--- src/rtl/icache_refill_ctrl_pkg.sv ---
// Shared constants and state encoding for the instruction-cache refill controller.
package icache_refill_ctrl_pkg;

  localparam int REQ_DEPTH      = 4;
  localparam int LINE_SIZE      = 512;
  localparam int BEAT_WIDTH     = 64;
  localparam int OFFSET_WIDTH   = 6;
  localparam int BEATS          = LINE_SIZE / BEAT_WIDTH;
  localparam int ADDR_WIDTH     = 64;
  localparam int BEAT_CNT_WIDTH = 3;

  typedef enum logic [1:0] {
    ST_IDLE = 2'd0,
    ST_REQ  = 2'd1,
    ST_RECV = 2'd2,
    ST_RESP = 2'd3
  } refill_state_e;

  // Clears the line-offset bits so every burst starts on a line boundary.
  function automatic logic [63:0] line_align(input logic [63:0] addr, input int offset_width);
    logic [63:0] mask;
    mask = (64'd1 << offset_width) - 64'd1;
    return addr & ~mask;
  endfunction

endpackage

--- src/rtl/icache_refill_ctrl_sync_fifo.sv ---
// Small synchronous FIFO with show-ahead read data; holds pending miss addresses.
module sync_fifo #(
  parameter int WIDTH = 64,
  parameter int DEPTH = 4
) (
  input  logic             clk,
  input  logic             rst_n,
  input  logic             push,
  input  logic [WIDTH-1:0] push_data,
  input  logic             pop,
  output logic [WIDTH-1:0] pop_data,
  output logic             full,
  output logic             empty
);

  localparam int PTR_W = (DEPTH > 1) ? $clog2(DEPTH) : 1;
  localparam int CNT_W = $clog2(DEPTH + 1);
  localparam logic [PTR_W-1:0] LAST_SLOT = PTR_W'(DEPTH - 1);

  logic [WIDTH-1:0] mem [DEPTH];
  logic [PTR_W-1:0] wr_ptr;
  logic [PTR_W-1:0] rd_ptr;
  logic [CNT_W-1:0] count;
  logic             do_push;
  logic             do_pop;

  assign full     = (count == CNT_W'(DEPTH));
  assign empty    = (count == '0);
  assign do_push  = push && !full;
  assign do_pop   = pop && !empty;
  assign pop_data = mem[rd_ptr];

  // Storage is not reset; the count alone decides what is valid.
  always_ff @(posedge clk) begin
    if (do_push) begin
      mem[wr_ptr] <= push_data;
    end
  end

  always_ff @(posedge clk) begin
    if (!rst_n) begin
      wr_ptr <= '0;
      rd_ptr <= '0;
      count  <= '0;
    end else begin
      if (do_push) begin
        wr_ptr <= (wr_ptr == LAST_SLOT) ? '0 : wr_ptr + 1'b1;
      end
      if (do_pop) begin
        rd_ptr <= (rd_ptr == LAST_SLOT) ? '0 : rd_ptr + 1'b1;
      end
      case ({do_push, do_pop})
        2'b10:   count <= count + 1'b1;
        2'b01:   count <= count - 1'b1;
        default: count <= count;
      endcase
    end
  end

endmodule

--- src/rtl/icache_refill_ctrl.sv ---
// Instruction-cache refill controller: queues line misses, issues one burst read at
// a time, assembles the returned beats into a line and hands it back to the icache.
//
// state   | meaning
// --------+----------------------------------------------------------
// ST_IDLE | nothing in flight; pops the queue head when one exists
// ST_REQ  | burst read request presented to memory
// ST_RECV | accepting beats into the line buffer
// ST_RESP | completed line presented to the icache
module icache_refill_ctrl #(
  parameter int REQ_DEPTH    = icache_refill_ctrl_pkg::REQ_DEPTH,
  parameter int LINE_SIZE    = icache_refill_ctrl_pkg::LINE_SIZE,
  parameter int BEAT_WIDTH   = icache_refill_ctrl_pkg::BEAT_WIDTH,
  parameter int OFFSET_WIDTH = icache_refill_ctrl_pkg::OFFSET_WIDTH
) (
  input  logic                  clk,
  input  logic                  rst_n,
  input  logic                  icache_miss_valid_i,
  output logic                  icache_miss_ready_o,
  input  logic [63:0]           icache_miss_addr_i,
  output logic                  refill_icache_valid_o,
  input  logic                  refill_icache_ready_i,
  output logic [LINE_SIZE-1:0]  refill_icache_data_o,
  output logic                  mem_req_valid_o,
  input  logic                  mem_req_ready_i,
  output logic [63:0]           mem_req_addr_o,
  input  logic                  mem_resp_valid_i,
  input  logic [BEAT_WIDTH-1:0] mem_resp_data_i,
  input  logic                  mem_resp_last_i,
  output logic                  mem_resp_ready_o,
  output logic                  burst_err_o
);

  import icache_refill_ctrl_pkg::*;

  localparam int BEATS = LINE_SIZE / BEAT_WIDTH;
  localparam logic [BEAT_CNT_WIDTH-1:0] LAST_BEAT = BEAT_CNT_WIDTH'(BEATS - 1);

  refill_state_e              state;
  logic [63:0]                work_addr;
  logic [LINE_SIZE-1:0]       line_buf;
  logic [BEAT_CNT_WIDTH-1:0]  beat_cnt;
  logic                       burst_err;

  logic                       q_full;
  logic                       q_empty;
  logic                       q_pop;
  logic                       miss_push;
  logic [63:0]                q_head;
  logic [63:0]                miss_line_addr;
  logic                       last_beat;

  assign miss_line_addr      = line_align(icache_miss_addr_i, OFFSET_WIDTH);
  assign icache_miss_ready_o = !q_full;
  assign miss_push           = icache_miss_valid_i && !q_full;
  assign last_beat           = (beat_cnt == LAST_BEAT);

  // The head leaves the queue on the same edge the FSM moves into ST_REQ.
  assign q_pop = !q_empty &&
                 ((state == ST_IDLE) || ((state == ST_RESP) && refill_icache_ready_i));

  sync_fifo #(
    .WIDTH (64),
    .DEPTH (REQ_DEPTH)
  ) u_req_fifo (
    .clk       (clk),
    .rst_n     (rst_n),
    .push      (miss_push),
    .push_data (miss_line_addr),
    .pop       (q_pop),
    .pop_data  (q_head),
    .full      (q_full),
    .empty     (q_empty)
  );

  always_ff @(posedge clk) begin
    if (!rst_n) begin
      state     <= ST_IDLE;
      work_addr <= '0;
      line_buf  <= '0;
      beat_cnt  <= '0;
      burst_err <= 1'b0;
    end else begin
      case (state)
        ST_IDLE: begin
          if (q_pop) begin
            work_addr <= q_head;
            state     <= ST_REQ;
          end
        end
        ST_REQ: begin
          if (mem_req_ready_i) begin
            beat_cnt <= '0;
            state    <= ST_RECV;
          end
        end
        ST_RECV: begin
          if (mem_resp_valid_i) begin
            line_buf[int'(beat_cnt) * BEAT_WIDTH +: BEAT_WIDTH] <= mem_resp_data_i;
            // The beat count alone ends the burst; a misplaced last flag is only reported.
            if (mem_resp_last_i != last_beat) begin
              burst_err <= 1'b1;
            end
            if (last_beat) begin
              beat_cnt <= '0;
              state    <= ST_RESP;
            end else begin
              beat_cnt <= beat_cnt + 1'b1;
            end
          end
        end
        ST_RESP: begin
          if (refill_icache_ready_i) begin
            if (q_pop) begin
              work_addr <= q_head;
              state     <= ST_REQ;
            end else begin
              state     <= ST_IDLE;
            end
          end
        end
        default: state <= ST_IDLE;
      endcase
    end
  end

  assign mem_req_valid_o       = (state == ST_REQ);
  assign mem_req_addr_o        = work_addr;
  assign mem_resp_ready_o      = (state == ST_RECV);
  assign refill_icache_valid_o = (state == ST_RESP);
  assign refill_icache_data_o  = line_buf;
  assign burst_err_o           = burst_err;

endmodule
--- config.mk ---
export PLATFORM = sky130hd
export DESIGN_NAME = icache_refill_ctrl
export DESIGN_NICKNAME = d
export VERILOG_FILES = /design/src/rtl/icache_refill_ctrl_pkg.sv /design/src/rtl/icache_refill_ctrl_sync_fifo.sv /design/src/rtl/icache_refill_ctrl.sv
export SDC_FILE = /design/constraint.sdc
export NUM_CORES = 1
export LEC_CHECK = 0
export BUFFER_PORTS_ARGS = -buffer_cell sky130_fd_sc_hd__buf_4
export CAP_MARGIN = 20
export CORE_MARGIN = 2
export CORE_UTILIZATION = 35
export CTS_BUF_LIST = sky130_fd_sc_hd__clkbuf_2 sky130_fd_sc_hd__clkbuf_4 sky130_fd_sc_hd__clkbuf_8
export DETAILED_ROUTE_END_ITERATION = 10
export SLEW_MARGIN = 20
export SYNTH_ARGS = -nofsm -noshare
export SYNTH_HDL_FRONTEND = slang
export SYNTH_SLANG_ARGS = --single-unit
--- constraint.sdc ---
create_clock -name clk -period 4.1 [get_ports clk]
set_input_delay 0.41 -clock clk [delete_from_list [all_inputs] [get_ports clk]]
set_output_delay 0.41 -clock clk [all_outputs]
set_load 0.1 [all_outputs]
==> impl_results.md <==
- Outcome: finished clean
- CTS Hold Bufs: around 130
- Ys flop type: dfxtp_1
- Core Util, Final: 47.3%
- Total track usage: about a quarter
- Die Area: approximately 88000 sq um
- Worst Path Arrival: just under 4 ns
- H-tree Lvls: 4
- Syn Inst Count: ~3000
- CTS resizes: 0
- Post-CTS Setup Bufs: 0
- Final Hold Vio Count: 0
- CP required: 4.75 ns
- Yosys warns: 0
- Async SR Flop Fraction: 0%
- Switch Pwr: a little under 8 mW
- Final setup TNS: 0 ns
- WL/cell: 22.5 microns
- Post-DP HPWL: between 70 and 80 mm
- Maxcap violations: 0
- Setup crit start kind: register
- WS Path Type: reg -> reg
- Final Skew: approximately 0.037 ns
- Antenna violations before repair: 4
- Synth area leader: dfxtp_1
- Largest net degree at the start of global routing: roughly 120
- Fin crit share: between 70% and 80%
- Reg power frac: between 40% and 50%
- Clock Sinks: 817
- Final WL: roughly 110 mm
- Fin. max-slew vios: 0
- FMAX: around 0.31 GHz
- Period minus WS final: 3.23 ns
- Slew HR: between 20 and 30%
- Int Pwr: roughly 15 mW
- CTS tree: yes
- FP Rows: roughly 110
- Ratio of cells with drive above 1 in the final layout: between 20% and 30%
- Iter 0 DRT Violations: approximately 2100
- Count leader, synth: nand2_1
- Die Wd: approximately 300 microns
- Worst-Skew Late Latency: 0.81 ns
- CTS clk-pin slew, worst paths: ~0.060 ns
- Top-area cell type share of the netlist area: roughly two fifths
- Core Area: between 80000 and 90000 sq um
- Library cells used by synthesis: between 40 and 50
- RSZ-0062 raised after global routing: false
- Slew @ Worst Pin: 1.05 ns
- Filler cells: between 8000 and 9000
- CTS Buf Count: ~140
- Gpl congestion: 0.843
- Vias post-DR: 25700
- Vias/cell: around 5
- HP Class: in -> reg
- Synth cell count leaders: nand2_1, dfxtp_1, a21oi_1
- Final Setup Violations: 0
- P_leak: about 15 nW
- Switching share of total power: 35.0%
- Global-route wire length before repair: between 150 and 200 mm
- Sequential area share after synthesis: roughly 62%
- CP Capture Type: register
- Flop and latch count out of synthesis: ~800
- I/O Pins: around 720
- EDFF count, synth: 232
- Largest cells by area after synthesis: dfxtp_1, edfxtp_1, a21oi_1
- Clock share of power: between 30% and 40%
- Worst-path fanout max: 41
- ANT nets after route: 0
- Drt first pass iters: 5
- Syn Area/Cell: about 9.9 sq um
- Congestion Overflow GR: 0
- Die Ht: roughly 300 microns
- Synthesized cell area: 30000 sq um
- Power density cells: about 560 nW/um^2
- # nets final: around 4000
- Bufs on Longest Clock Path: 3
- Initial Util: around a third
- Worst vdd ir: approximately 0.60 mV
- P&R area growth vs syn: 34.2%
- Port buffer count: 703
- Number of global-route vias before repair: around 24000
- DRC: 0
- Clk root buf: clkbuf_8
- Power share of the combinational group: around 25%
- Total power: about 23 mW
-- worst max-delay path: stages (launching register included) --
cell	delay [ns]
dfxtp_1	0.57
inv_2	0.22
ha_1	0.25
ha_1	0.61
o31a_1	0.37
nand2b_4	0.44
buf_4	0.43
nand2_1	0.11
a21oi_1	0.07
-- logic make-up (layout without fill, tap and decap cells) --
kind of cell	Yosys count	count (layout)	synth area share (%)
multiplexers	63	63	4.52
other	1	7	0.0125
AO/OA/AOI/OAI	592	592	10.0
adder cells (fa/ha/maj)	18	18	0.775
XOR/XNOR	3	3	0.0875
buffers and inverters	331	1146	4.98
flip-flops	817	817	62.2
AND/OR/NAND/NOR	1202	1202	17.4
-- cell usage in the layout, fill, tap and decap left out, types with 7 or more instances in the layout --
cell type and instances:
ha_1 17, clkbuf_4 53, dfxtp_1 583, nor2_1 12, edfxtp_1 232, a21oi_1 578, dlygate4sd3_1 128, mux4_2 58
buf_4 740, nand2_1 701, clkbuf_8 168, nand3_1 447, inv_1 12, buf_12 16, nor2_4 7
-- per-stage QoR --
step | area [sq um] | instances | setup slack [ns] | hold WS, ns
after floorplan | 30100 | 3032 | 0.705 | 0.478
after global placement | 36000 | 4616 | 0.919 | 0.439
after detailed placement | 36000 | 4616 | 0.891 | 0.444
after CTS | 40300 | 4991 | 0.878 | 0.252
after global routing | 40300 | 4992 | 0.688 | 0.302
final | 40300 | 4992 | 0.867 | 0.356
-- path summary, 6_finish.rpt --
check	slack (ns)	startpoint	endpoint	depth (start not counted)
worst min-delay path	0.36	icache_miss_addr_i[36]	u_req_fifo.mem[3][30]	2
worst min register to register	0.45	refill_icache_data_o[277]	refill_icache_data_o[277]	2
worst max-delay path	0.87	beat_cnt[0]	refill_icache_data_o[80]	8
worst max register to register	0.87	beat_cnt[0]	refill_icache_data_o[80]	8
-- flip-flops by register name (all words and copies together) (netlist names), named ones only --
name	flops
refill_icache_data_o	512
u_req_fifo.mem	232
mem_req_addr_o	58
beat_cnt	3
u_req_fifo.count	3
state	2
u_req_fifo.rd_ptr	2
u_req_fifo.wr_ptr	2
burst_err_o	1
-- power groups by stage --
stage	registers [mW]	logic, mW	clock network, mW
floorplan	11.5	2.05	0
global placement	9.40	5.55	0
detailed placement	9.41	5.58	0
CTS	9.25	5.68	8.05
global route	9.31	5.93	8.40
finish	9.24	5.64	7.85
-- layout make-up --
type                    instances  area, sq um  area share (%)
clock buffers                 221         2710            6.73
flip-flops and latches        817        18700            46.4
repair buffers                884         7160            17.8
inverters                      15         63.8           0.158
clock inverters                26          270           0.671
diodes                          1         2.50         0.00621
multi-input cells            1884         9980            24.8
well taps                    1144         1430            3.55
-- per-layer routing --
layer | wire length [microns] | up-vias | global-route usage [%] | part of all wire (%)
li1 | - | 11900 | - | -
met1 | 45400 | 12500 | 30.5 | 40
met2 | 52300 | 1085 | 39.3 | 46
met3 | 9580 | 234 | 7.14 | 8.5
met4 | 5170 | 4 | 11.9 | 4.6
met5 | 21 | - | 0 | 0.019
(Power assumes the default switching activity.)
